==> config.mk <==
export PLATFORM = sky130hd
export DESIGN_NAME = gmii_speed_arbi
export DESIGN_NICKNAME = d
export VERILOG_FILES = /design/src/rtl/gmii_arbi_pkg.sv /design/src/rtl/gmii_sync.sv /design/src/rtl/gmii_speed_arbi.sv
export SDC_FILE = /design/constraint.sdc
export NUM_CORES = 1
export LEC_CHECK = 0
export BUFFER_PORTS_ARGS = -buffer_cell sky130_fd_sc_hd__buf_4
export CORE_MARGIN = 5
export CORE_UTILIZATION = 53
export DETAILED_ROUTE_END_ITERATION = 10
export GPL_TIMING_DRIVEN = 0
export HOLD_SLACK_MARGIN = 0.15
export PLACE_DENSITY_LB_ADDON = 0.15
export SLEW_MARGIN = 25
export SYNTH_ARGS = -nofsm -noshare
export SYNTH_HDL_FRONTEND = slang
export SYNTH_HIERARCHICAL = 1
export SYNTH_SLANG_ARGS = --single-unit
==> constraint.sdc <==
create_clock -name clk -period 3.7 [get_ports clk]
set_input_delay 0.555 -clock clk [delete_from_list [all_inputs] [get_ports clk]]
set_output_delay 0.555 -clock clk [all_outputs]
set_load 0.1 [all_outputs]
==> src/rtl/gmii_arbi_pkg.sv <==
// Shared speed codes, FSM state type and default tick constants for the GMII speed arbiter.
package gmii_arbi_pkg;

    localparam logic [1:0] SPD_10   = 2'b00;
    localparam logic [1:0] SPD_100  = 2'b01;
    localparam logic [1:0] SPD_1000 = 2'b10;
    localparam logic [1:0] SPD_RSVD = 2'b11;

    localparam int unsigned DEF_TICKS_1000 = 32'd125_000_000;
    localparam int unsigned DEF_TICKS_100  = 32'd25_000_000;
    localparam int unsigned DEF_TICKS_10   = 32'd2_500_000;

    localparam int CNT_W = 16;

    typedef enum logic [1:0] {
        ST_PHY_RST = 2'd0,
        ST_RUN     = 2'd1,
        ST_SETTLE  = 2'd2,
        ST_DRAIN   = 2'd3
    } arbi_state_t;

    // The reserved code is never adopted as a mode; the PHY falls back to 10M.
    function automatic logic [1:0] accept_speed(input logic [1:0] code);
        return (code == SPD_RSVD) ? SPD_10 : code;
    endfunction

endpackage

==> src/rtl/gmii_sync.sv <==
// Multi-flop synchroniser for asynchronous PHY status inputs (STAGES >= 2).
module gmii_sync #(
    parameter int STAGES = 3,
    parameter int W      = 1
) (
    input  logic         clk,
    input  logic         rst_n,
    input  logic [W-1:0] din,
    output logic [W-1:0] dout
);

    logic [STAGES-1:0][W-1:0] chain;

    always_ff @(posedge clk) begin
        if (!rst_n) begin
            chain <= '0;
        end else begin
            chain <= {chain[STAGES-2:0], din};
        end
    end

    assign dout = chain[STAGES-1];

endmodule

==> src/rtl/gmii_speed_arbi.sv <==
// GMII speed arbiter: accepts stable PHY speed changes, pulses the PHY reset between
// modes and muxes the 1000M / 10-100M datapaths. Option: GMII_SPEED_ARBI_LINKDOWN_RST_EN.
module gmii_speed_arbi
    import gmii_arbi_pkg::*;
#(
    parameter int          DATA_W      = 8,
    parameter int          SYNC_STAGES = 3,
    parameter int          STABLE_CYC  = 64,
    parameter int          RST_CYC     = 200,
    parameter int unsigned TICKS_1000  = DEF_TICKS_1000,
    parameter int unsigned TICKS_100   = DEF_TICKS_100,
    parameter int unsigned TICKS_10    = DEF_TICKS_10
) (
    input  logic              clk,
    input  logic              rst_n,
    input  logic [1:0]        speed,
    input  logic              link,
    input  logic              gmii_rx_dv_r,
    input  logic [DATA_W-1:0] gmii_rxd_r,
    input  logic              gmii_tx_en,
    input  logic [DATA_W-1:0] gmii_txd,
    input  logic              e10_100_rx_dv,
    input  logic [DATA_W-1:0] e10_100_rxd,
    input  logic              e10_100_tx_en,
    input  logic [DATA_W-1:0] e10_100_txd,
    output logic              rx_dv_raw,
    output logic [DATA_W-1:0] rxd_raw,
    output logic              eth_1000m_en,
    output logic              eth_100m_en,
    output logic              eth_10m_en,
    output logic [31:0]       pack_total_len,
    output logic              e_rst_n,
    output logic              e_rx_dv,
    output logic [DATA_W-1:0] e_rxd,
    output logic              e_tx_en_r,
    output logic [DATA_W-1:0] e_txd_r
);

    localparam logic [CNT_W-1:0] RST_LAST    = CNT_W'(RST_CYC - 1);
    localparam logic [CNT_W-1:0] STABLE_LAST = CNT_W'(STABLE_CYC - 1);

    function automatic logic [CNT_W-1:0] cnt_sat_inc(input logic [CNT_W-1:0] c);
        return (c == {CNT_W{1'b1}}) ? c : c + 1'b1;
    endfunction

    arbi_state_t      state, state_nxt;
    logic [CNT_W-1:0] cnt, cnt_nxt;
    logic [1:0]       spd_cur, spd_cur_nxt;
    logic [1:0]       spd_seen;
    logic [1:0]       spd_sync;
    logic             link_sync;
    logic             path_on;

    logic              tx_en_p0;
    logic [DATA_W-1:0] txd_p0;
    logic              e10_tx_en_p0;
    logic [DATA_W-1:0] e10_txd_p0;

    gmii_sync #(
        .STAGES (SYNC_STAGES),
        .W      (2)
    ) u_speed_sync (
        .clk   (clk),
        .rst_n (rst_n),
        .din   (speed),
        .dout  (spd_sync)
    );

    gmii_sync #(
        .STAGES (SYNC_STAGES),
        .W      (1)
    ) u_link_sync (
        .clk   (clk),
        .rst_n (rst_n),
        .din   (link),
        .dout  (link_sync)
    );

`ifdef GMII_SPEED_ARBI_LINKDOWN_RST_EN
    logic link_prev;
    logic link_fall;

    always_ff @(posedge clk) begin
        if (!rst_n) begin
            link_prev <= 1'b0;
        end else begin
            link_prev <= link_sync;
        end
    end

    assign link_fall = link_prev & ~link_sync;
`endif

    always_ff @(posedge clk) begin
        if (!rst_n) begin
            state    <= ST_PHY_RST;
            cnt      <= '0;
            spd_cur  <= SPD_10;
            spd_seen <= SPD_10;
        end else begin
            state    <= state_nxt;
            cnt      <= cnt_nxt;
            spd_cur  <= spd_cur_nxt;
            spd_seen <= spd_sync;
        end
    end

    always_comb begin
        state_nxt   = state;
        cnt_nxt     = cnt;
        spd_cur_nxt = spd_cur;
        case (state)
            ST_PHY_RST: begin
                cnt_nxt = cnt_sat_inc(cnt);
                if (cnt >= RST_LAST) begin
                    state_nxt   = ST_RUN;
                    cnt_nxt     = '0;
                    spd_cur_nxt = accept_speed(spd_sync);
                end
            end
            ST_RUN: begin
                cnt_nxt = '0;
                if (spd_sync != spd_cur && spd_sync != SPD_RSVD) begin
                    state_nxt = ST_SETTLE;
                end
            end
            ST_SETTLE: begin
                // A return to the current mode, or the reserved code, abandons the switch.
                if (spd_sync == spd_cur || spd_sync == SPD_RSVD) begin
                    state_nxt = ST_RUN;
                    cnt_nxt   = '0;
                end else if (spd_sync != spd_seen) begin
                    cnt_nxt = '0;
                end else if (cnt >= STABLE_LAST) begin
                    state_nxt = ST_DRAIN;
                    cnt_nxt   = '0;
                end else begin
                    cnt_nxt = cnt_sat_inc(cnt);
                end
            end
            ST_DRAIN: begin
                cnt_nxt = '0;
                if (!rx_dv_raw && !gmii_tx_en) begin
                    state_nxt = ST_PHY_RST;
                end
            end
            default: begin
                state_nxt = ST_PHY_RST;
                cnt_nxt   = '0;
            end
        endcase
`ifdef GMII_SPEED_ARBI_LINKDOWN_RST_EN
        if (state != ST_PHY_RST && link_fall) begin
            state_nxt = ST_PHY_RST;
            cnt_nxt   = '0;
        end
`endif
    end

    assign path_on = (state != ST_PHY_RST);

    always_comb begin
        eth_1000m_en   = 1'b0;
        eth_100m_en    = 1'b0;
        eth_10m_en     = 1'b0;
        pack_total_len = TICKS_10;
        if (path_on) begin
            case (spd_cur)
                SPD_1000: begin
                    eth_1000m_en   = 1'b1;
                    pack_total_len = TICKS_1000;
                end
                SPD_100: begin
                    eth_100m_en    = 1'b1;
                    pack_total_len = TICKS_100;
                end
                default: begin
                    eth_10m_en     = 1'b1;
                    pack_total_len = TICKS_10;
                end
            endcase
        end
    end

    always_ff @(posedge clk) begin
        if (!rst_n) begin
            rx_dv_raw    <= 1'b0;
            rxd_raw      <= '0;
            tx_en_p0     <= 1'b0;
            txd_p0       <= '0;
            e10_tx_en_p0 <= 1'b0;
            e10_txd_p0   <= '0;
            e_rx_dv      <= 1'b0;
            e_rxd        <= '0;
            e_tx_en_r    <= 1'b0;
            e_txd_r      <= '0;
            e_rst_n      <= 1'b0;
        end else begin
            // stage p0: capture raw PHY receive and both transmit sources
            rx_dv_raw    <= gmii_rx_dv_r;
            rxd_raw      <= gmii_rxd_r;
            tx_en_p0     <= gmii_tx_en;
            txd_p0       <= gmii_txd;
            e10_tx_en_p0 <= e10_100_tx_en;
            e10_txd_p0   <= e10_100_txd;
            // stage p1: mode mux into the output registers; gated by the current
            // state so the final byte clocked out of DRAIN still reaches the pins
            if (spd_cur == SPD_1000) begin
                e_rx_dv   <= rx_dv_raw & path_on;
                e_rxd     <= rxd_raw;
                e_tx_en_r <= tx_en_p0 & path_on;
                e_txd_r   <= txd_p0;
            end else begin
                e_rx_dv   <= e10_100_rx_dv & path_on;
                e_rxd     <= e10_100_rxd;
                e_tx_en_r <= e10_tx_en_p0 & path_on;
                e_txd_r   <= e10_txd_p0;
            end
            e_rst_n <= link_sync & (state_nxt != ST_PHY_RST);
        end
    end

endmodule

---- After elaboration in Yosys (flattened, before gate mapping) ----
Cells that the tools add are included.
operators by class
  $add $sub $neg .......................... 1
  magnitude comparators ................... 2
  equal/unequal tests ..................... 11
  mux-type cells .......................... 26
  bitwise gates (word level) .............. 5
  reductions and logical operators ........ 11
operators by type and width
  operator               number
  $mux 16                5
  $pmux 27 s2            1
  $pmux 16 s3            1
  $mux 27                1
  $add 16x1->16 const B  1
  $eq 16x16->1 const B   1
  $ge 16x6->1 const B    1
  $ge 16x8->1 const B    1
  $mux 8                 2
  $mux 2                 7
  $eq 2x2->1 const B     4
  $mux 1                 8
  $pmux 2 s4             1
  $and 1x1->1            5
  $eq 2x1->1 const B     2
  $ne 2x2->1             2
  $reduce_bool 2->1      2
  $reduce_or 2->1        2
  $eq 2x2->1             1
  $logic_and 1x1->1      2
  $logic_not 1->1        2
  $logic_not 2->1        1
  $ne 2x2->1 const B     1
  $reduce_and 2->1       1
  $logic_or 1x1->1       1
word-level totals
  register bits after elaboration ......... 77
  bits of input ports ..................... 41
  output and inout bits ................... 63
  logic and storage cells ................. 77

---- Logic depth before layout (Yosys ltp) ----
  depth in word-level cells ............... 7
  gate-level depth with buffers ........... 6
  gate-level depth less buffers ........... 5

---- Hierarchy ----
The synthesis kept the hierarchy.
by module, submodules not included
  module                    times used  cells an instance  area an instance (µm²)
  gmii_speed_arbi           1           267                2737.6
  gmii_sync (u_speed_sync)  1           14                 172.7
  gmii_sync (u_link_sync)   1           6                  78.8

---- Least setup slack after synthesis ----
No wires, ideal clock.
  path type ............................... register to output
  start ................................... register spd_cur[1]
  end ..................................... output pack_total_len[25]
  arrival time ............................ 3.243 ns
  data required time ...................... 3.145 ns
  path slack .............................. -0.098 ns
  stages on the path, launching flop included .. 6
  path buffers ............................ 3
  path through ............................ dfxtp_1 ha_1 buf_2 buf_1 nor2b_1 buf_4
on the way
  cells in the longest elaborated chain, start to end .. 3
RTL lines
  element                                   RTL line                text
  from (decl)                               gmii_speed_arbi.sv:48   logic [1:0] spd_cur, spd_cur_nxt;
  from (signal assigned)                    gmii_speed_arbi.sv:103  spd_cur <= spd_cur_nxt;
  $eq 2x1->1 or $eq 2x2->1 (tied branches)  gmii_speed_arbi.sv:168  case (spd_cur)
  $pmux 27 s2 (*)                           gmii_speed_arbi.sv:168
  $mux 27 (*)                               gmii_speed_arbi.sv:167  if (path_on) begin
  to (decl)                                 gmii_speed_arbi.sv:31   output logic [31:0] pack_total_len,
Mark *: on every way between the ends. The rest lies on a longest branch, timed or not.

---- Worst setup path after layout ----
  start ................................... register spd_cur[1]
  end ..................................... output pack_total_len[26]
The elaborated chain is that of the path after synthesis.

==> reports/metrics.yaml <==
rsz0062_at_grt: "false"
cp_slowest_stage_delay_ns: 0.58
gp_congestion: 0.7745
firstDrtPassIters: 4
yosysWarnings: 6
async_flop_share_pct: 0
timing.final.hold_violations: 0
min_period_ns: 3.161
cp_data_required_time_ns: 3.14
grt_max_degree: 17
rows: 27
netlist_top_cells_area: "dfxtp_1 (52%), and2_1 (8.0%), buf_4 (7.5%)"
path_class: "reg -> out"
io_pins: 104
yosysMostFrequentCell: "dfxtp_1"
cts_buffers: 9
drt_iter0_drc: 91
die_h_um: 85.10
worst_pin_slew_ns: 0.7029
crit_path_max_fanout: 10
worstSetupEndpointType: "primary output"
postLayoutCoreUtil_pct: 73.55
multi_input_area_um2: 1239
status: "complete, no violations"
ant_nets: 0
postCtsHoldBufs: 0
fillerInstances: 431
cts.clk_slew.worst_paths_ns: 0.08
min_period_over_period_pct: 85.42
synth_cell_types: 39
ctsHtreeMaxLevel: 3
placedCellCount: 468
fp.coreArea_um2: 5507
crit_family: "buffers and inverters"
syn_inst: 287
clock_sink_count: 77
drc: 0
setup_viol: 0
ys_seq_area_share_pct: 51.57
path_common_cell: "buf_4"
drive_above_1_share_pct: 35.44
yosysTopAreaCellShare_pct: 51.57
holdWs_ns: 0.4126
synth-edff-count: 0
fin_nets: 453
cap_violations: 0
grt_pass1_wl_mm: 10.01
maxSlewHeadroom_pct: 53.14
wirelength_met1_mm: 2.517
drt_wl_total_mm: 6.147
timing.fmax_mhz: 316.4
via_per_inst: 4.663
grt_pass1_vias: 2147
initial_core_util_pct: 54.28
top_layer_used: "met4"
synthToLayoutAreaGrowth_pct: 35.50
die_w_um: 85.10
synth-main-ff-cell: "dfxtp_1"
vias: 2257
cts_buffer_depth: 2
finClkSkew_ns: 0.007929
io_buffers: 89
cts_resized: 0
maxSlewViolCount: 0
register_area_um2: 1541
cts_tree: "done"
critPathBufInv: 4
ys_seq_elements: 77
worst_ep_arrival_time_ns: 2.61
die_area_um2: 7242
clock_latency_ns: 0.34
wl_met3_um: 446
dp_hpwl_mm: 4.596
final_cells: 484
post_cts_buffers: 0
synthTopCellsByCount: "dfxtp_1 (77), and2_1 (38), buf_4 (30)"
syn_area_um2: 2989
avgSynthCellArea_um2: 10.42
critPathLaunchType: "register"
hp-class: "in -> reg"
power_density_nw_per_um2: 477.0
post_drt_wl_per_cell_um: 12.70
dr_wl_met2_mm: 3.085
p_leak_nw: 1.770
crit_chain: "ha_1 -> buf_2 -> buf_1 -> nor2b_2 -> buf_4 -> buf_4"
gr-usage-all-layers_pct: 17.56
cts_root_buf: "clkbuf_8"
vdd_drop_max_uv: 307.1
synth_area_leader_cell: "dfxtp_1"
gr-total-overflow: 0
antenna_found_initial: 0
insertedDiodeCount: 0
crit_slowest_cell: "buf_1"
[metrics by stage]
| step | worst slack (ns) | power, mW | area (µm²) | TNS (ns) |
|---|---|---|---|---|
| after floorplan | -0.09265 | 1.175 | 3067 | -0.1853 |
| after global placement | 0.9467 | 1.252 | 3825 | 0 |
| after detailed placement | 0.9232 | 1.257 | 3825 | 0 |
| after CTS | 0.5301 | 1.948 | 4050 | 0 |
| after global routing | 0.4339 | 2.010 | 4050 | 0 |
| final | 0.5393 | 1.932 | 4050 | 0 |
[final timing paths]
path | startpoint | slack (ns) | cells past startpoint | end
setup reg to reg | cnt[0] | 1.55 | 6 | cnt[7]
hold / removal | link | 0.41 | 2 | u_link_sync/chain[0]
setup / recovery | spd_cur[1] | 0.54 | 6 | pack_total_len[26]
hold reg to reg | u_link_sync/dout | 0.43 | 2 | e_rst_n
[logic make-up after synthesis]
logic type | Yosys count | synth area share (%)
compound gates | 30 | 7.702
simple gates | 105 | 20.89
buf+inv | 44 | 9.585
fa+ha+maj | 5 | 2.093
other cells | 2 | 0.2512
flops | 77 | 51.57
xor+xnor | 3 | 0.8792
mux | 21 | 7.032
[worst reg2reg max path: cells and delay by family, from the launching register on]
family,cells,cell delay (ns)
AOI/OAI and AO/OA,3,0.74
buffers and inverters,1,0.17
DFF,1,0.35
and+or+nand+nor,1,0.58
adders and majority gates,1,0.27
[cells in the final DEF, fill, tap and decap left out, types with 3 or more instances in the layout]
master / Yosys / routed
buf_4: 30 / 119
dfxtp_1: 77 / 77
and2_1: 38 / 38
nor2b_1: 23 / 22
conb_1: 2 / 22
mux2i_1: 21 / 21
o21ai_0: 12 / 12
clkbuf_8: 0 / 10
clkbuf_1: 8 / 9
nor2_1: 9 / 9
nand2_1: 8 / 8
nand3_1: 6 / 6
nand4_1: 5 / 5
ha_1: 5 / 5
a22oi_2: 4 / 4
inv_1: 3 / 3
o21bai_1: 3 / 3
o31ai_1: 3 / 3
nand2b_1: 3 / 3
a21oi_1: 3 / 3
[per-layer routing]
| metal | track usage (%) | up-vias |
|---|---|---|
| met5 | 0 | - |
| met4 | 8.633 | 0 |
| met3 | 4.466 | 9 |
| met2 | 29.45 | 80 |
| met1 | 20.78 | 1018 |
| li1 | - | 1150 |
[power breakdown]
part / leakage [nW] / internal [mW] / switching, mW
Combinational: 1.03 / 0.0958 / 0.263
Sequential: 0.637 / 0.865 / 0.0138
Clock: 0.106 / 0.399 / 0.295
[registers in the layout (all words and copies together), names as in the netlist]
register / cells
e10_tx_en_p0: 1
e_txd_r: 8
cnt: 16
e_tx_en_r: 1
rxd_raw: 8
txd_p0: 8
e_rx_dv: 1
tx_en_p0: 1
u_speed_sync/chain: 4
e10_txd_p0: 8
e_rxd: 8
u_speed_sync/dout: 2
u_link_sync/chain: 2
e_rst_n: 1
u_link_sync/dout: 1
rx_dv_raw: 1
state: 2
spd_seen: 2
spd_cur: 2
[area by class of cell]
cell class / count / area share (%)
inverters: 3 / 0.2780
clock inverters: 5 / 2.070
flip-flops and latches: 77 / 38.06
multi-input cells: 186 / 30.58
repair buffers: 89 / 16.50
plain buffers: 41 / 6.796
clock buffers: 11 / 3.491
well taps: 72 / 2.224
Note: power is estimated with default switching activity, not from simulation.
